### config.mk
export PLATFORM = sky130hd
export DESIGN_NAME = mem_stage_lsu
export DESIGN_NICKNAME = d
export VERILOG_FILES = /design/src/rtl/mem_stage_lsu.sv
export SDC_FILE = /design/constraint.sdc
export NUM_CORES = 1
export LEC_CHECK = 0
export BUFFER_PORTS_ARGS = -buffer_cell sky130_fd_sc_hd__buf_2
export CELL_PAD_IN_SITES_DETAIL_PLACEMENT = 0
export CELL_PAD_IN_SITES_GLOBAL_PLACEMENT = 1
export CORE_AREA = 2 2 292 294
export CTS_CLUSTER_SIZE = 40
export DETAILED_ROUTE_END_ITERATION = 16
export DIE_AREA = 0 0 294 296
export PLACE_DENSITY = 0.76
export SYNTH_ARGS = -nofsm -noshare
export SYNTH_HDL_FRONTEND = slang
export SYNTH_SLANG_ARGS = --single-unit
### constraint.sdc
create_clock -name clk -period 3.3 [get_ports clk]
set_input_delay 0.66 -clock clk [delete_from_list [all_inputs] [get_ports clk]]
set_output_delay 0.66 -clock clk [all_outputs]
set_load 0.01 [all_outputs]
### src/rtl/mem_stage_lsu.sv
`default_nettype none
// +----------------------------------------------------------------------------+
// | Module      : mem_stage_lsu                                                |
// | Description : Memory-stage load/store unit with req/gnt/rvalid data bus,   |
// |               store lane alignment and load extraction.                    |
// | Revision    : 1.0  initial release                                         |
// +----------------------------------------------------------------------------+

package mem_stage_lsu_pkg;

    typedef struct packed {
        logic        RegWrite;
        logic [1:0]  ResultSrc;
        logic        MemWrite;
        logic [2:0]  funct3;
        logic [4:0]  Rd;
        logic [63:0] ALUResult;
        logic [63:0] WriteData;
        logic [63:0] PCPlus4;
        logic [63:0] ImmExt;
    } exmem_t;

    typedef struct packed {
        logic        RegWrite;
        logic [1:0]  ResultSrc;
        logic [4:0]  Rd;
        logic [63:0] ALUResult;
        logic [63:0] load_data;
        logic [63:0] PCPlus4;
        logic [63:0] ImmExt;
    } memwb_t;

endpackage

module mem_stage_lsu
    import mem_stage_lsu_pkg::*;
#(
    parameter int XLEN = 64
) (
    input  logic            clk,
    input  logic            rst_n,
    input  logic            exmem_valid,
    input  exmem_t          exmem,
    output memwb_t          memwb,
    output logic            memwb_valid,
    output logic            stall_mem,
    output logic            misaligned,
    output logic            dmem_req,
    output logic            dmem_we,
    output logic [XLEN-1:0] dmem_addr,
    output logic [7:0]      dmem_be,
    output logic [63:0]     dmem_wdata,
    input  logic            dmem_gnt,
    input  logic            dmem_rvalid,
    input  logic [63:0]     dmem_rdata
);

    typedef enum logic [1:0] {
        S_IDLE = 2'd0,
        S_REQ  = 2'd1,
        S_WAIT = 2'd2
    } state_t;

    state_t      r_state;
    state_t      w_nextState;

    // Copy of the in-flight instruction, valid outside IDLE
    logic        r_capMemWrite;
    logic [2:0]  r_capFunct3;
    logic        r_capRegWrite;
    logic [1:0]  r_capResultSrc;
    logic [4:0]  r_capRd;
    logic [63:0] r_capALUResult;
    logic [63:0] r_capPCPlus4;
    logic [63:0] r_capImmExt;
    logic [7:0]  r_capBe;
    logic [63:0] r_capWdata;

    logic        w_isStore;
    logic        w_isLoad;
    logic        w_isMem;
    logic        w_misal;
    logic [2:0]  w_offset;
    logic [7:0]  w_sizeMask;
    logic [7:0]  w_laneBe;
    logic [63:0] w_laneData;

    logic        w_req;
    logic        w_we;
    logic [63:0] w_addr;
    logic [7:0]  w_be;
    logic [63:0] w_wdata;
    logic        w_stall;
    logic        w_retire;
    logic        w_fromCap;
    logic        w_capture;
    logic        w_misalPulse;

    logic [63:0] w_ldShifted;
    logic [63:0] w_loadData;
    memwb_t      w_retireWb;

    assign w_isStore  = exmem.MemWrite;
    assign w_isLoad   = (exmem.ResultSrc == 2'b01) && !exmem.MemWrite;
    assign w_isMem    = w_isStore || w_isLoad;
    assign w_offset   = exmem.ALUResult[2:0];
    assign w_laneBe   = w_sizeMask << w_offset;
    assign w_laneData = exmem.WriteData << {w_offset, 3'b000};

    always_comb begin
        w_sizeMask = 8'h01;
        w_misal    = 1'b0;
        unique case (exmem.funct3[1:0])
            2'd0: begin w_sizeMask = 8'h01; w_misal = 1'b0;               end
            2'd1: begin w_sizeMask = 8'h03; w_misal = w_offset[0];        end
            2'd2: begin w_sizeMask = 8'h0F; w_misal = |w_offset[1:0];     end
            default: begin w_sizeMask = 8'hFF; w_misal = |w_offset;       end
        endcase
    end

    // Loads only retire from WAIT, so extraction always works on the captured copy
    assign w_ldShifted = dmem_rdata >> {r_capALUResult[2:0], 3'b000};

    always_comb begin
        w_loadData = w_ldShifted;
        unique case (r_capFunct3[1:0])
            2'd0: w_loadData = r_capFunct3[2] ? {56'd0, w_ldShifted[7:0]}
                                              : {{56{w_ldShifted[7]}}, w_ldShifted[7:0]};
            2'd1: w_loadData = r_capFunct3[2] ? {48'd0, w_ldShifted[15:0]}
                                              : {{48{w_ldShifted[15]}}, w_ldShifted[15:0]};
            2'd2: w_loadData = r_capFunct3[2] ? {32'd0, w_ldShifted[31:0]}
                                              : {{32{w_ldShifted[31]}}, w_ldShifted[31:0]};
            default: w_loadData = w_ldShifted;
        endcase
    end

    always_comb begin
        w_nextState  = r_state;
        w_req        = 1'b0;
        w_we         = 1'b0;
        w_addr       = '0;
        w_be         = '0;
        w_wdata      = '0;
        w_stall      = 1'b0;
        w_retire     = 1'b0;
        w_fromCap    = 1'b0;
        w_capture    = 1'b0;
        w_misalPulse = 1'b0;
        unique case (r_state)
            S_IDLE: begin
                if (exmem_valid) begin
                    if (!w_isMem) begin
                        w_retire = 1'b1;
                    end else if (w_misal) begin
                        w_misalPulse = 1'b1;
                    end else begin
                        w_req     = 1'b1;
                        w_we      = w_isStore;
                        w_addr    = {exmem.ALUResult[63:3], 3'b000};
                        w_be      = w_laneBe;
                        w_wdata   = w_laneData;
                        w_capture = 1'b1;
                        if (dmem_gnt && w_isStore) begin
                            w_retire = 1'b1;
                        end else begin
                            w_stall     = 1'b1;
                            w_nextState = dmem_gnt ? S_WAIT : S_REQ;
                        end
                    end
                end
            end
            S_REQ: begin
                w_req     = 1'b1;
                w_we      = r_capMemWrite;
                w_addr    = {r_capALUResult[63:3], 3'b000};
                w_be      = r_capBe;
                w_wdata   = r_capWdata;
                w_fromCap = 1'b1;
                // Granted store leaves without a stall so upstream does not replay it
                if (dmem_gnt && r_capMemWrite) begin
                    w_retire    = 1'b1;
                    w_nextState = S_IDLE;
                end else begin
                    w_stall = 1'b1;
                    if (dmem_gnt) begin
                        w_nextState = S_WAIT;
                    end
                end
            end
            S_WAIT: begin
                w_fromCap = 1'b1;
                if (dmem_rvalid) begin
                    w_retire    = 1'b1;
                    w_nextState = S_IDLE;
                end else begin
                    w_stall = 1'b1;
                end
            end
            default: w_nextState = S_IDLE;
        endcase
    end

    always_comb begin
        w_retireWb = '0;
        if (w_fromCap) begin
            w_retireWb.RegWrite  = r_capRegWrite;
            w_retireWb.ResultSrc = r_capResultSrc;
            w_retireWb.Rd        = r_capRd;
            w_retireWb.ALUResult = r_capALUResult;
            w_retireWb.PCPlus4   = r_capPCPlus4;
            w_retireWb.ImmExt    = r_capImmExt;
        end else begin
            w_retireWb.RegWrite  = exmem.RegWrite;
            w_retireWb.ResultSrc = exmem.ResultSrc;
            w_retireWb.Rd        = exmem.Rd;
            w_retireWb.ALUResult = exmem.ALUResult;
            w_retireWb.PCPlus4   = exmem.PCPlus4;
            w_retireWb.ImmExt    = exmem.ImmExt;
        end
        w_retireWb.load_data = (r_state == S_WAIT) ? w_loadData : 64'd0;
    end

    always_ff @(posedge clk or negedge rst_n) begin
        if (!rst_n) begin
            r_state     <= S_IDLE;
            memwb       <= '0;
            memwb_valid <= 1'b0;
            misaligned  <= 1'b0;
        end else begin
            r_state     <= w_nextState;
            misaligned  <= w_misalPulse;
            memwb_valid <= w_retire;
            memwb       <= w_retire ? w_retireWb : '0;
        end
    end

    always_ff @(posedge clk or negedge rst_n) begin
        if (!rst_n) begin
            r_capMemWrite  <= 1'b0;
            r_capFunct3    <= '0;
            r_capRegWrite  <= 1'b0;
            r_capResultSrc <= '0;
            r_capRd        <= '0;
            r_capALUResult <= '0;
            r_capPCPlus4   <= '0;
            r_capImmExt    <= '0;
            r_capBe        <= '0;
            r_capWdata     <= '0;
        end else if (w_capture) begin
            r_capMemWrite  <= exmem.MemWrite;
            r_capFunct3    <= exmem.funct3;
            r_capRegWrite  <= exmem.RegWrite;
            r_capResultSrc <= exmem.ResultSrc;
            r_capRd        <= exmem.Rd;
            r_capALUResult <= exmem.ALUResult;
            r_capPCPlus4   <= exmem.PCPlus4;
            r_capImmExt    <= exmem.ImmExt;
            r_capBe        <= w_laneBe;
            r_capWdata     <= w_laneData;
        end
    end

    // Bus request and stall are forced low for the whole time reset is held
    assign dmem_req   = rst_n & w_req;
    assign stall_mem  = rst_n & w_stall;
    assign dmem_we    = w_we;
    assign dmem_addr  = w_addr;
    assign dmem_be    = w_be;
    assign dmem_wdata = w_wdata;

endmodule

`default_nettype wire
* After elaboration in Yosys (flattened, before gate mapping)
Cells that the tools add are included. W data, S select, Z words.
Storage, ports and cells: input port bits 337, ROM bits 0, memory bits (writable) 0, register bits after elaboration 544, logic and storage cells 109, output and inout port bits 405, bits in latches 0, memories kept 0
Cells by class: reduce and logical (&&, ||, !) cells 12, divide/modulo/power cells 0, multiplexer cells 59, order comparisons 0, shift-type cells 3, bitwise logic cells 2, multiply operators 0, $add $sub $neg 0, equal/unequal tests 13
Operator list (count):
- $mux W64 | 10
- $mux W264 | 1
- $pmux W64 S2 | 2
- $pmux W64 S3 | 1
- $mux W128 | 1
- $mux W72 | 1
- $shl A64 B6 Y64 | 1
- $shr A64 B6 Y64 | 1
- $mux W1 | 24
- $mux W8 | 3
- $pmux W8 S3 | 1
- $mux W2 | 8
- $pmux W8 S2 | 1
- $ne A2 B2 Y1 const B | 5
- $pmux W1 S3 | 3
- $eq A2 B1 Y1 const B | 4
- $shl A8 B3 Y8 | 1
- $eq A2 B2 Y1 const B | 3
- $logic_not A2 Y1 | 3
- $pmux W2 S3 | 1
- $reduce_and A6 Y1 | 1
- $pmux W1 S2 | 2
- $reduce_or A2 Y1 | 2
- $logic_and A1 B1 Y1 | 3
- 5 further kinds | 6

* Longest topological paths before layout
Gate-level depths: netlist of the first run.
depth after elaboration 7, depth in mapped cells 10

* Worst setup path before layout of the first run
OpenSTA, ideal clock, no wires.
path kind in2out, start input port exmem[194] (netlist bit), end output port dmem_wdata[41], stages on the path 8, arrival time 2.162 ns, setup slack 0.478 ns, buffers on the path 3, path through buf_2 a21oi_1 o21a_1 nand2_1 clkbuf_1 buf_1 nor2_1 a21o_1
Between the ends: cells in the longest elaborated chain, start to end 6, elaborated cells on any way between the ends 7
Ends and longest elaborated chain:
- from (decl) | line 43 | input exmem_t exmem,
- parallel branches: the longest is 2 deep, another holds $shl A64 B6 Y64
- $mux W64 (*) | line 154 | end else if (w_misal) begin
- $mux W64 (*) | line 152 | if (!w_isMem) begin
- $mux W64 (*) | line 151 | if (exmem_valid) begin
- $pmux W64 S2 (*) | line 149 | unique case (r_state)
- to (decl) | line 52 | output logic [63:0] dmem_wdata,
Mark *: on every way between the ends.

* Worst setup path after layout of the first run
start register r_state[0], end output port dmem_wdata[53]
Between the ends: cells in the longest elaborated chain, start to end 2, elaborated cells on any way between the ends 3
Ends and longest elaborated chain:
- from (decl) | line 64 | state_t r_state;
- from (signal assigned) | line 230 | r_state <= w_nextState;
- $eq A2 B1 Y1 or $logic_not A2 Y1 (tied branches) | line 149
- $pmux W64 S2 (*) | line 149
Every way passes the cells marked *; elsewhere a longest branch is shown, timed or not.

==> metrics.md, run 1 <==
| Metric | Value |
|---|---|
| Number of max-cap violations | 0 |
| Final setup fails | 0 |
| CTS root buf | clkbuf_16 |
| Routed WL | slightly above 90000 um |
| Arr. time, crit path | between 2 and 3 ns |
| Status | finished clean |
| Post-synth top area share | between 50% and 60% |
| Initial Util | between 20% and 30% |
| EDFF count, synth | 0 |
| Ports | 742 |
| Vias/cell | slightly below 5 |
| Fin util | 39.4% |
| Final Hold Viols | 0 |
| Worst endpoint required time | around 2.6 ns |
| Ranking of synthesized cells by area | dfrtp_1 54%, nand2_1 13%, mux2i_1 11% |
| Hold Crit Class | in -> reg |
| Multi-input logic area | between 10000 and 15000 um^2 |
| P_int | 18.9 mW |
| RSZ-0062 raised after global routing | true |
| Synthesized area | approximately 25000 um^2 |
| TNS Setup | 0 ns |
| Initial antenna violation count | 23 |
| Fmax | ~0.31 GHz |
| Synth Flop Type | dfrtp_1 |
| Setup crit end kind | output pin |
| PwrDens | 923 nW/um^2 |
| CP max FO | 14 |
| Syn Inst Count | about 2600 |
| Cts bufs inserted | 66 |
| Slew HR | between 30 and 40% |
| Placed Instance Area | ~30000 um^2 |
| PortBufs | approximately 740 |
| Gr ovfl total | 0 |
| Cell area after layout | between 30000 and 40000 um^2 |
| Remaining DRCs | 0 |
| Ys Warns | 0 |
| Layout cells sized above 1 | a little under a third |
| Drt pass-1 iters | 6 |
| Vias | approximately 22000 |
| Die height | a little under 300 um |
| Critical path class | reg -> out |
| Remaining antenna violation count | 0 |
| Sequential power share | between 30 and 40% |
| First-pass GRT wire length | 133000 um |
| Die ar. | a little under 90000 um^2 |
| Post-route setup slack | 0.0707 ns |
| DR iter-0 viols | between 1000 and 1500 |
| Gate power share | about 40% |
| Crit path time final | ~3.2 ns |
| CTS tree | built |
| Post-route insts no fill | roughly 4500 |
| Clock share of power | between 20% and 30% |
| Clock skew | around 0.022 ns |
| Layout Nets | approximately 3700 |
| DIE WIDTH | 294 um |
| Final Cycle Share | between 90 and 100% |
| Clk slew on worst S/H paths | 0.06 ns |
| Routed length per placed instance | between 20 and 25 um |
| H-Tree Depth | 3 |
| Placed cells | about 4400 |
| Netlist cell types | between 50 and 60 |
| Sequential area share after synthesis | 54.0% |
| Syn Area/Cell | ~9.6 um^2 |
| Pleak | 18.4 nW |
| Row count | between 100 and 150 |
| Top cell type by total area after synthesis | dfrtp_1 |
| Most frequent cells in the layout | 880 x nand2_1, 736 x buf_2, 542 x dfrtp_1 |
| Async set-reset flop share out of synthesis | between 90% and 100% |
| Post-place setup slack | about 0.12 ns |
| Yosys reg bits | approximately 540 |
| Register area | 13600 um^2 |
| CTS Sinks | 544 |
| Clk buf depth | 3 |
| Core area | approximately 84000 um^2 |
| Worst-skew pair later-pin latency | 0.60 ns |
| Detailed Place HPWL | 65400 um |
| FF-to-FF setup slack | around 0.56 ns |
| Maximum vdd ir drop | 0.000528 V |
| GR Util All Layers | 20.1% |
| CP startpoint kind | flip-flop |
| Syn-to-layout area delta | 31.6% |
| Commonest non-fill, non-tap cell in the layout | nand2_1 |
| Number of global-route vias before repair | about 21000 |
| Placer Congestion | 0.935 |
| NetSw | ~12 mW |
| Fin. max-slew vios | 0 |
| Fillcell total | between 8000 and 9000 |
| Largest net degree at the start of global routing | 171 |
| Slew @ Worst Pin | roughly 1.0 ns |
| Switch share | roughly two fifths |
==> power groups by stage <==
stage | Clock [mW] | Sequential [mW] | Combinational, mW
after floorplan | 0 | 10.8 | 7.35
after global placement | 0 | 10.5 | 12.2
after detailed placement | 0 | 10.6 | 12.2
after CTS | 8.03 | 10.5 | 12.3
after global routing | 8.31 | 10.8 | 13.4
final | 7.81 | 10.5 | 12.3
==> kinds of logic (layout without fill, tap and decap cells) <==
kind of cell | count (synthesis) | in the layout | synth area share, %
mux | 323 | 323 | 14.1
compound gates | 315 | 315 | 8.98
buf+inv | 201 | 979 | 3.42
simple gates | 1249 | 1249 | 19.2
xor+xnor | 1 | 1 | 0.0348
fa+ha+maj | 4 | 4 | 0.199
flops | 544 | 544 | 54.0
other cells | 1 | 17 | 0.0149
==> registers in the layout, summed over array words and instances, names as in the netlist, 2 cells and up <==
| register | cells |
|---|---|
| r_capRd | 5 |
| r_capBe | 8 |
| r_capImmExt | 64 |
| r_capResultSrc | 2 |
| r_capWdata | 64 |
| r_capALUResult | 64 |
| r_capFunct3 | 3 |
| r_state | 2 |
| r_capPCPlus4 | 64 |
| memwb | 264 |
==> cells in the mapped netlist, types with 5 or more instances <==
cell,instances
a211oi_1,34
a21o_1,61
a21oi_1,55
a21oi_2,20
a221o_1,15
a22o_1,19
a2bb2oi_1,7
a32o_1,8
buf_1,19
buf_2,27
buf_6,6
clkbuf_1,132
dfrtp_1,544
inv_1,9
mux2_2,21
mux2i_1,279
mux4_2,23
nand2_1,884
nand2b_1,10
nand3_1,6
nor2_1,306
nor2b_1,17
nor3_1,13
o21a_1,5
o21ai_0,57
o31a_1,5
o32ai_1,8
==> critical path, stage by stage, from the launching register on <==
cell      delay (ns)
dfrtp_1         0.43
inv_2           0.11
ha_4            0.16
nand2_1         0.10
a21oi_2         0.16
buf_4           0.14
nand2_4         0.13
a211oi_1        0.44
a21o_1          0.17
buf_2           0.14
==> metrics by stage <==
step / total power [mW] / hold slack, ns
after floorplan: 18.2 / 0.364
after global placement: 22.7 / 0.456
after detailed placement: 22.8 / 0.462
after CTS: 30.9 / 0.197
after global routing: 32.5 / 0.227
final: 30.6 / 0.250
==> final timing paths <==
path,from,endpoint,cells past startpoint
min reg2reg,r_capImmExt[58],r_capImmExt[58],2
min,exmem[0],r_capImmExt[0],3
max reg2reg,r_capALUResult[0],memwb[160],6
min in group asynchronous,rst_n,memwb[89],2
max in group asynchronous,rst_n,memwb[172],3
max,r_state[0],dmem_wdata[53],9
==> cell type report <==
type	instances	share of cell area [%]
sequential	544	41.1
multi-input combinational	1895	32.8
timing repair buffer	850	14.7
clock buffer	90	5.65
tap	1090	4.11
clock inverter	28	1.41
inverter	11	0.125
antenna	14	0.106
==> layer usage <==
metal | global-route usage (%) | vias up | routed length (um)
met4 | 9.00 | 12 | 3620
met3 | 4.80 | 194 | 6590
met1 | 25.7 | 10700 | 38000
li1 | - | 10200 | -
met2 | 32.4 | 760 | 44600
met5 | 0 | - | 81
==> repair_timing <==
action,CTS,global route
cloned,1,5
gates resized for setup,16,12
endpoints found under the hold margin,36,0
pin swaps,1,1
hold buffers,1,0
endpoints found under the setup margin,56,82
buffers inserted,1,10
(Power assumes the default switching activity.)
==> run 2, diff against run 1 <==
- CORE_AREA: 2 2 292 294 -> 2 2 286 288
- CTS_BUF_LIST: not set -> sky130_fd_sc_hd__clkbuf_2
- DIE_AREA: 0 0 294 296 -> 0 0 288 290
- PLACE_DENSITY: 0.76 -> 0.78
==> metrics.md, run 2 (synthesized netlist as in run 1, its figures left out) <==
| Metric | Value |
|---|---|
| GR Util All Layers | 25.2% (+5.1 points) |
| Failing checks | setup timing |
| Number of max-cap violations | 0 (unchanged) |
| Reg2reg end | memwb[143] |
| Core area | 80200 um^2 (-4.8%) |
| Slew @ Worst Pin | 0.951 ns (-0.0607 ns) |
| CP Cell Sequence | inv_2 -> ha_4 -> nand2_4 -> a21o_4 -> nor2_4 -> nor4b_4 -> buf_4 -> a221o_1 -> buf_2 |
| Worst-skew pair later-pin latency | 1.41 ns (+0.81 ns) |
| Gr ovfl total | 0 (unchanged) |
| Most frequent cells in the layout | 749 x nand2_1, 665 x dlygate4sd3_1, 665 x buf_2 |
| Final setup fails | 136 (+136) |
| Number of global-route vias before repair | 27500 (+30%) |
| Slew HR | 36.4% (+3.8 points) |
| Final Cycle Share | 116% (+18 points) |
| Placed Instance Area | 30500 um^2 (+0.22%) |
| CTS tree | built |
| HP Start | exmem_valid |
| Initial Util | 31.4% (+1.5 points) |
| Fmax | 0.262 GHz (-15%) |
| PortBufs | 738 (unchanged) |
| Hold endpoint | r_capWdata[47] |
| Critical path's top delay family | buffers and inverters |
| Commonest non-fill, non-tap cell in the layout | nand2_1 |
| Die ar. | 83500 um^2 (-4.0%) |
| CP startpoint | r_state[1] |
| Fin. max-slew vios | 0 (unchanged) |
| Row count | 104 (-2.8%) |
| Clk buf depth | 3 (unchanged) |
| Setup crit end kind | output pin |
| Worst hold slack | 0.208 ns (-0.0426 ns) |
| Slowest stage delay, CP | 0.41 ns (-0.03 ns) |
| Max reg flops | 264 (unchanged) |
| Clk slew on worst S/H paths | 0.11 ns (+0.05 ns) |
| Die height | 290 um (-2.0%) |
| Pleak | 22.5 nW (+22%) |
| CP Buf/Inv Count | 3 (unchanged) |
| H-Tree Depth | 4 (+1) |
| Remaining antenna violation count | 0 (unchanged) |
| Critical path class | reg -> out |
| Critical path's slowest cell | dfrtp_1 |
| Crit path time final | 3.82 ns (+0.587 ns) |
| Arr. time, crit path | 3.16 ns (+0.59 ns) |
| Syn-to-layout area delta | 64.6% |
| Maximum vdd ir drop | 0.000430 V (-19%) |
| First-pass GRT wire length | 162000 um (+21%) |
| Status | finished, violations left |
| Post-place setup slack | 0.186 ns (+0.0617 ns) |
| Routed WL | 110000 um (+18%) |
| Placer Congestion | 0.941 (+0.65%) |
| CP max FO | 7 (-7) |
| Ports | 742 (unchanged) |
| Vias | 26600 (+22%) |
| Initial antenna violation count | 9 (-61%) |
| Fillcell total | 7074 (-16%) |
| Reg2Reg Depth | 8 (+2) |
| CTS Sinks | 544 (unchanged) |
| Cell area after layout | 41500 um^2 (+25%) |
| Post-route setup slack | -0.516 ns (-0.587 ns) |
| Largest net degree at the start of global routing | 137 (-20%) |
| Worst r2r src | r_capALUResult[0] |
| Routed length per placed instance | 20.3 um (-1.2%) |
| Post-route insts no fill | 5412 (+20%) |
| Remaining DRCs | 0 (unchanged) |
| Fin util | 51.7% (+12 points) |
| Clock skew | 0.118 ns (+0.0958 ns) |
| PwrDens | 738 nW/um^2 (-20%) |
| Layout Nets | 4573 (+23%) |
| Vias/cell | 4.92 (+1.9%) |
| CP startpoint kind | flip-flop |
| Worst endpoint required time | 2.64 ns (about the same) |
| Cts bufs inserted | 151 (+130%) |
| Hold Crit Class | in -> reg |
| Overall Power | 30.6 mW (about the same) |
| Placed cells | 4365 (-0.16%) |
| FF-to-FF setup slack | 0.14 ns (-0.42 ns) |
| DIE WIDTH | 288 um (-2.0%) |
| Drt pass-1 iters | 6 (unchanged) |
| Hold path cells | 7 (+4) |
| TNS Setup | -53.85 ns (-53.85 ns) |
| Detailed Place HPWL | 65700 um (+0.44%) |
| Final Hold Viols | 0 (unchanged) |
| CTS root buf | clkbuf_2 |
| Layout cells sized above 1 | 33.7% (+2.8 points) |
| DR iter-0 viols | 1896 (+31%) |
| RSZ-0062 raised after global routing | true |
| Largest Register | memwb |
==> run 2: cell types whose count changed in the layout (fill, tap and decap cells not counted), moves of 12 or more <==
| cell | change |
|---|---|
| dlygate4sd3_1 | +664 |
| clkbuf_2 | +222 |
| nand2_1 | -131 |
| buf_4 | +94 |
| buf_6 | +75 |
| nand2_4 | +75 |
| buf_2 | -71 |
| clkbuf_16 | -65 |
| nand2_2 | +46 |
| clkinv_1 | +21 |
| o21ai_0 | -16 |
| buf_16 | +13 |
| clkbuf_1 | -12 |
==> run 2: per-layer routing <==
layer	global-route usage (%)	routed length, um
met1	29.9	42600
met2	41.4	52300
met3	6.53	8400
met4	14.4	6570
met5	0	0
==> run 2: power breakdown <==
part | internal (mW) | leakage, nW | total (mW) | switching, mW
clock | 2.05 | 1.04 | 5.15 | 3.10
combinational | 6.60 | 14.3 | 14.8 | 8.23
sequential | 9.21 | 7.13 | 10.6 | 1.41
==> run 2: worst max-delay path by stage <==
stage,to,slack (ns),depth (start not counted)
2_1_floorplan,dmem_wdata[41],0.48,8
3_3_place_gp,dmem_wdata[45],0.18,9
3_5_place_dp,dmem_wdata[45],0.19,9
4_1_cts,dmem_addr[33],-0.79,12
5_1_grt,dmem_wdata[33],-0.78,9
6_report,dmem_wdata[33],-0.52,9
==> run 2: final cells by class <==
class	instances	area, um^2	share of cell area, %
antenna	13	32.5	0.0784
clock inverter	38	269	0.649
sequential	544	13600	32.8
timing repair buffer	1629	13200	31.8
inverter	11	41.3	0.0996
tap	1060	1330	3.20
clock buffer	222	1110	2.68
multi-input combinational	1895	11900	28.7
==> run 2: what timing repair did <==
item                       in CTS  in global routing
hold endpoints to repair     1045                  0
hold buffers                  665                  0
gates cloned                   15                  6
pin swaps                      60                 83
resized for setup             286                149
setup endpoints to repair     136                140
setup buffers                  53                 43
==> run 2: worst reg2reg max path, delay by kind of cell (launching register included) <==
family / cells / cell delay [ns]
compound gates: 2 / 0.41
buf+inv: 4 / 1.92
flops: 1 / 0.52
mux: 1 / 0.13
simple gates: 1 / 0.10
==> run 3, diff against run 2 <==
- BUFFER_PORTS_ARGS: -buffer_cell sky130_fd_sc_hd__buf_2 -> -buffer_cell sky130_fd_sc_hd__buf_4
- CELL_PAD_IN_SITES_DETAIL_PLACEMENT: 0 -> 1
==> metrics.md, run 3 (synthesized netlist as in run 1, its figures left out) <==
| Metric | Value |
|---|---|
| Status | finished, violations left |
| Failing checks | setup timing |
| DIE WIDTH | 288 um (unchanged) |
| Fillcell total | 9015 (+27%) |
| Ports | 742 (unchanged) |
| CTS tree | built |
| CP startpoint | exmem[135] |
| Core area | 80200 um^2 (unchanged) |
| Commonest non-fill, non-tap cell in the layout | nand2_1 |
| Setup crit end kind | output pin |
| CTS root buf | clkbuf_2 |
| PortBufs | 738 (unchanged) |
| CP Buf/Inv Count | 3 (unchanged) |
| Slew HR | 19.7% (-17 points) |
| Largest net degree at the start of global routing | 161 (+18%) |
| Worst-skew pair later-pin latency | 1.44 ns (+0.03 ns) |
| Die ar. | 83500 um^2 (unchanged) |
| Gr ovfl total | 0 (unchanged) |
| Worst endpoint required time | 2.64 ns (about the same) |
| H-Tree Depth | 4 (unchanged) |
| Largest Register | memwb |
| Max reg flops | 264 (unchanged) |
| Critical path's top delay family | compound AO/OA/AOI/OAI gates |
| Fin. max-slew vios | 0 (unchanged) |
| Pleak | 21.9 nW (-2.4%) |
| Die height | 290 um (unchanged) |
| HP Start | exmem[93] |
| Overall Power | 33.7 mW (+10%) |
| Hold Crit Class | in -> reg |
| Worst r2r src | r_capALUResult[0] |
| Clk buf depth | 3 (unchanged) |
| Remaining antenna violation count | 0 (unchanged) |
| Vias/cell | 5.46 (+11%) |
| Post-route setup slack | -0.685 ns (-0.168 ns) |
| Maximum vdd ir drop | 0.000610 V (+42%) |
| GR Util All Layers | 32.5% (+7.2 points) |
| CP Cell Sequence | buf_4 -> dlygate4sd3_1 -> mux2i_1 -> nor2_1 -> a21oi_1 -> a211oi_4 -> a21o_1 -> buf_6 |
| Initial Util | 31.4% (unchanged) |
| Row count | 104 (unchanged) |
| Vias | 28800 (+8.1%) |
| Layout cells sized above 1 | 32.5% (-1.2 points) |
| Number of global-route vias before repair | 31900 (+16%) |
| Placer Congestion | 0.906 (-3.8%) |
| Most frequent cells in the layout | 845 x nand2_1, 790 x buf_4, 542 x dfrtp_1 |
| Critical path class | in -> out |
| Routed WL | 149000 um (+36%) |
| Post-place setup slack | 0.0279 ns (-0.158 ns) |
| Routed length per placed instance | 28.3 um (+40%) |
| Number of max-cap violations | 0 (unchanged) |
| Drt pass-1 iters | 5 (-1) |
| TNS Setup | -54.54 ns (-0.694 ns) |
| Cts bufs inserted | 154 (+2.0%) |
| CP max FO | 3 (-4) |
| Layout Nets | 4421 (-3.3%) |
| Arr. time, crit path | 3.32 ns (+0.16 ns) |
| Remaining DRCs | 0 (unchanged) |
| Final Cycle Share | 121% (+5.1 points) |
| Slew @ Worst Pin | 1.20 ns (+0.253 ns) |
| Final Hold Viols | 0 (unchanged) |
| Detailed Place HPWL | 73100 um (+11%) |
| Critical path's slowest cell | dlygate4sd3_1 |
| Clock skew | 0.145 ns (+0.0272 ns) |
| CP startpoint kind | primary input |
| Syn-to-layout area delta | 65.5% |
| First-pass GRT wire length | 204000 um (+26%) |
| RSZ-0062 raised after global routing | true |
| Fmax | 0.251 GHz (-4.2%) |
| DR iter-0 viols | 2112 (+11%) |
| CTS Sinks | 544 (unchanged) |
| Slowest stage delay, CP | 0.66 ns (+0.25 ns) |
| Crit path time final | 3.98 ns (+0.168 ns) |
| Clk slew on worst S/H paths | 0.13 ns (+0.02 ns) |
| Initial antenna violation count | 20 (+11) |
| Final setup fails | 136 (unchanged) |
| PwrDens | 808 nW/um^2 (+9.5%) |
==> run 3: layout make-up <==
| cell class | count | area, um^2 | area share (%) |
|---|---|---|---|
| clock inverters | 38 | 253 | 0.606 |
| flip-flops and latches | 544 | 13600 | 32.7 |
| diodes | 17 | 42.5 | 0.102 |
| well taps | 1060 | 1330 | 3.18 |
| repair buffers | 1474 | 13700 | 32.8 |
| inverters | 11 | 41.3 | 0.0991 |
| multi-input cells | 1895 | 11600 | 27.8 |
| clock buffers | 231 | 1160 | 2.77 |
==> run 3: stage by stage <==
stage               hold slack, ns  std cells  util (%)  instance area [um^2]
detailed placement           0.462       4341      40.3                 32300
floorplan                    0.364       2640         -                 25200
CTS                      0.0000305       5208      50.8                 40800
global placement             0.457       4341      40.3                 32300
global route                0.0320       5268      52.0                 41700
finish                       0.130       5270      52.0                 41700
==> run 3: timing repair <==
| item | in CTS | in global routing |
|---|---|---|
| endpoints found under the hold margin | 1082 | 1 |
| hold buffers | 542 | 1 |
| gates cloned | 14 | 9 |
| pin swaps | 33 | 28 |
| endpoints found under the setup margin | 136 | 142 |
| gates resized for setup | 234 | 84 |
| setup buffers | 42 | 40 |
==> run 3: path summary, 6_finish.rpt <==
path,endpoint,slack (ns),depth (start not counted)
max,dmem_wdata[55],-0.68,8
min reg2reg,r_capWdata[58],0.48,1
min in group asynchronous,memwb[166],0.64,4
max reg2reg,memwb[129],0.11,8
min,r_capPCPlus4[29],0.13,4
max in group asynchronous,memwb[92],1.67,4
==> run 3: worst reg2reg max path: cells and delay by family (launching register included) <==
family                 cells  cell delay, ns
buffers and inverters      4            2.03
AND/OR/NAND/NOR            1            0.05
AO/OA/AOI/OAI              1            0.09
flip-flops                 1            0.50
multiplexers               2            0.35
==> run 3: power by group <==
part | switching [mW] | internal, mW
logic | 9.60 | 7.20
clock network | 3.73 | 2.00
registers | 1.94 | 9.21
==> run 3: layer usage <==
metal / up-vias / wire length [um] / GRT usage, %
met5: - / 40 / 0
met4: 6 / 14000 / 24.3
met3: 813 / 12800 / 9.68
met2: 1880 / 71800 / 55.2
met1: 14400 / 50700 / 33.6
li1: 11700 / - / -
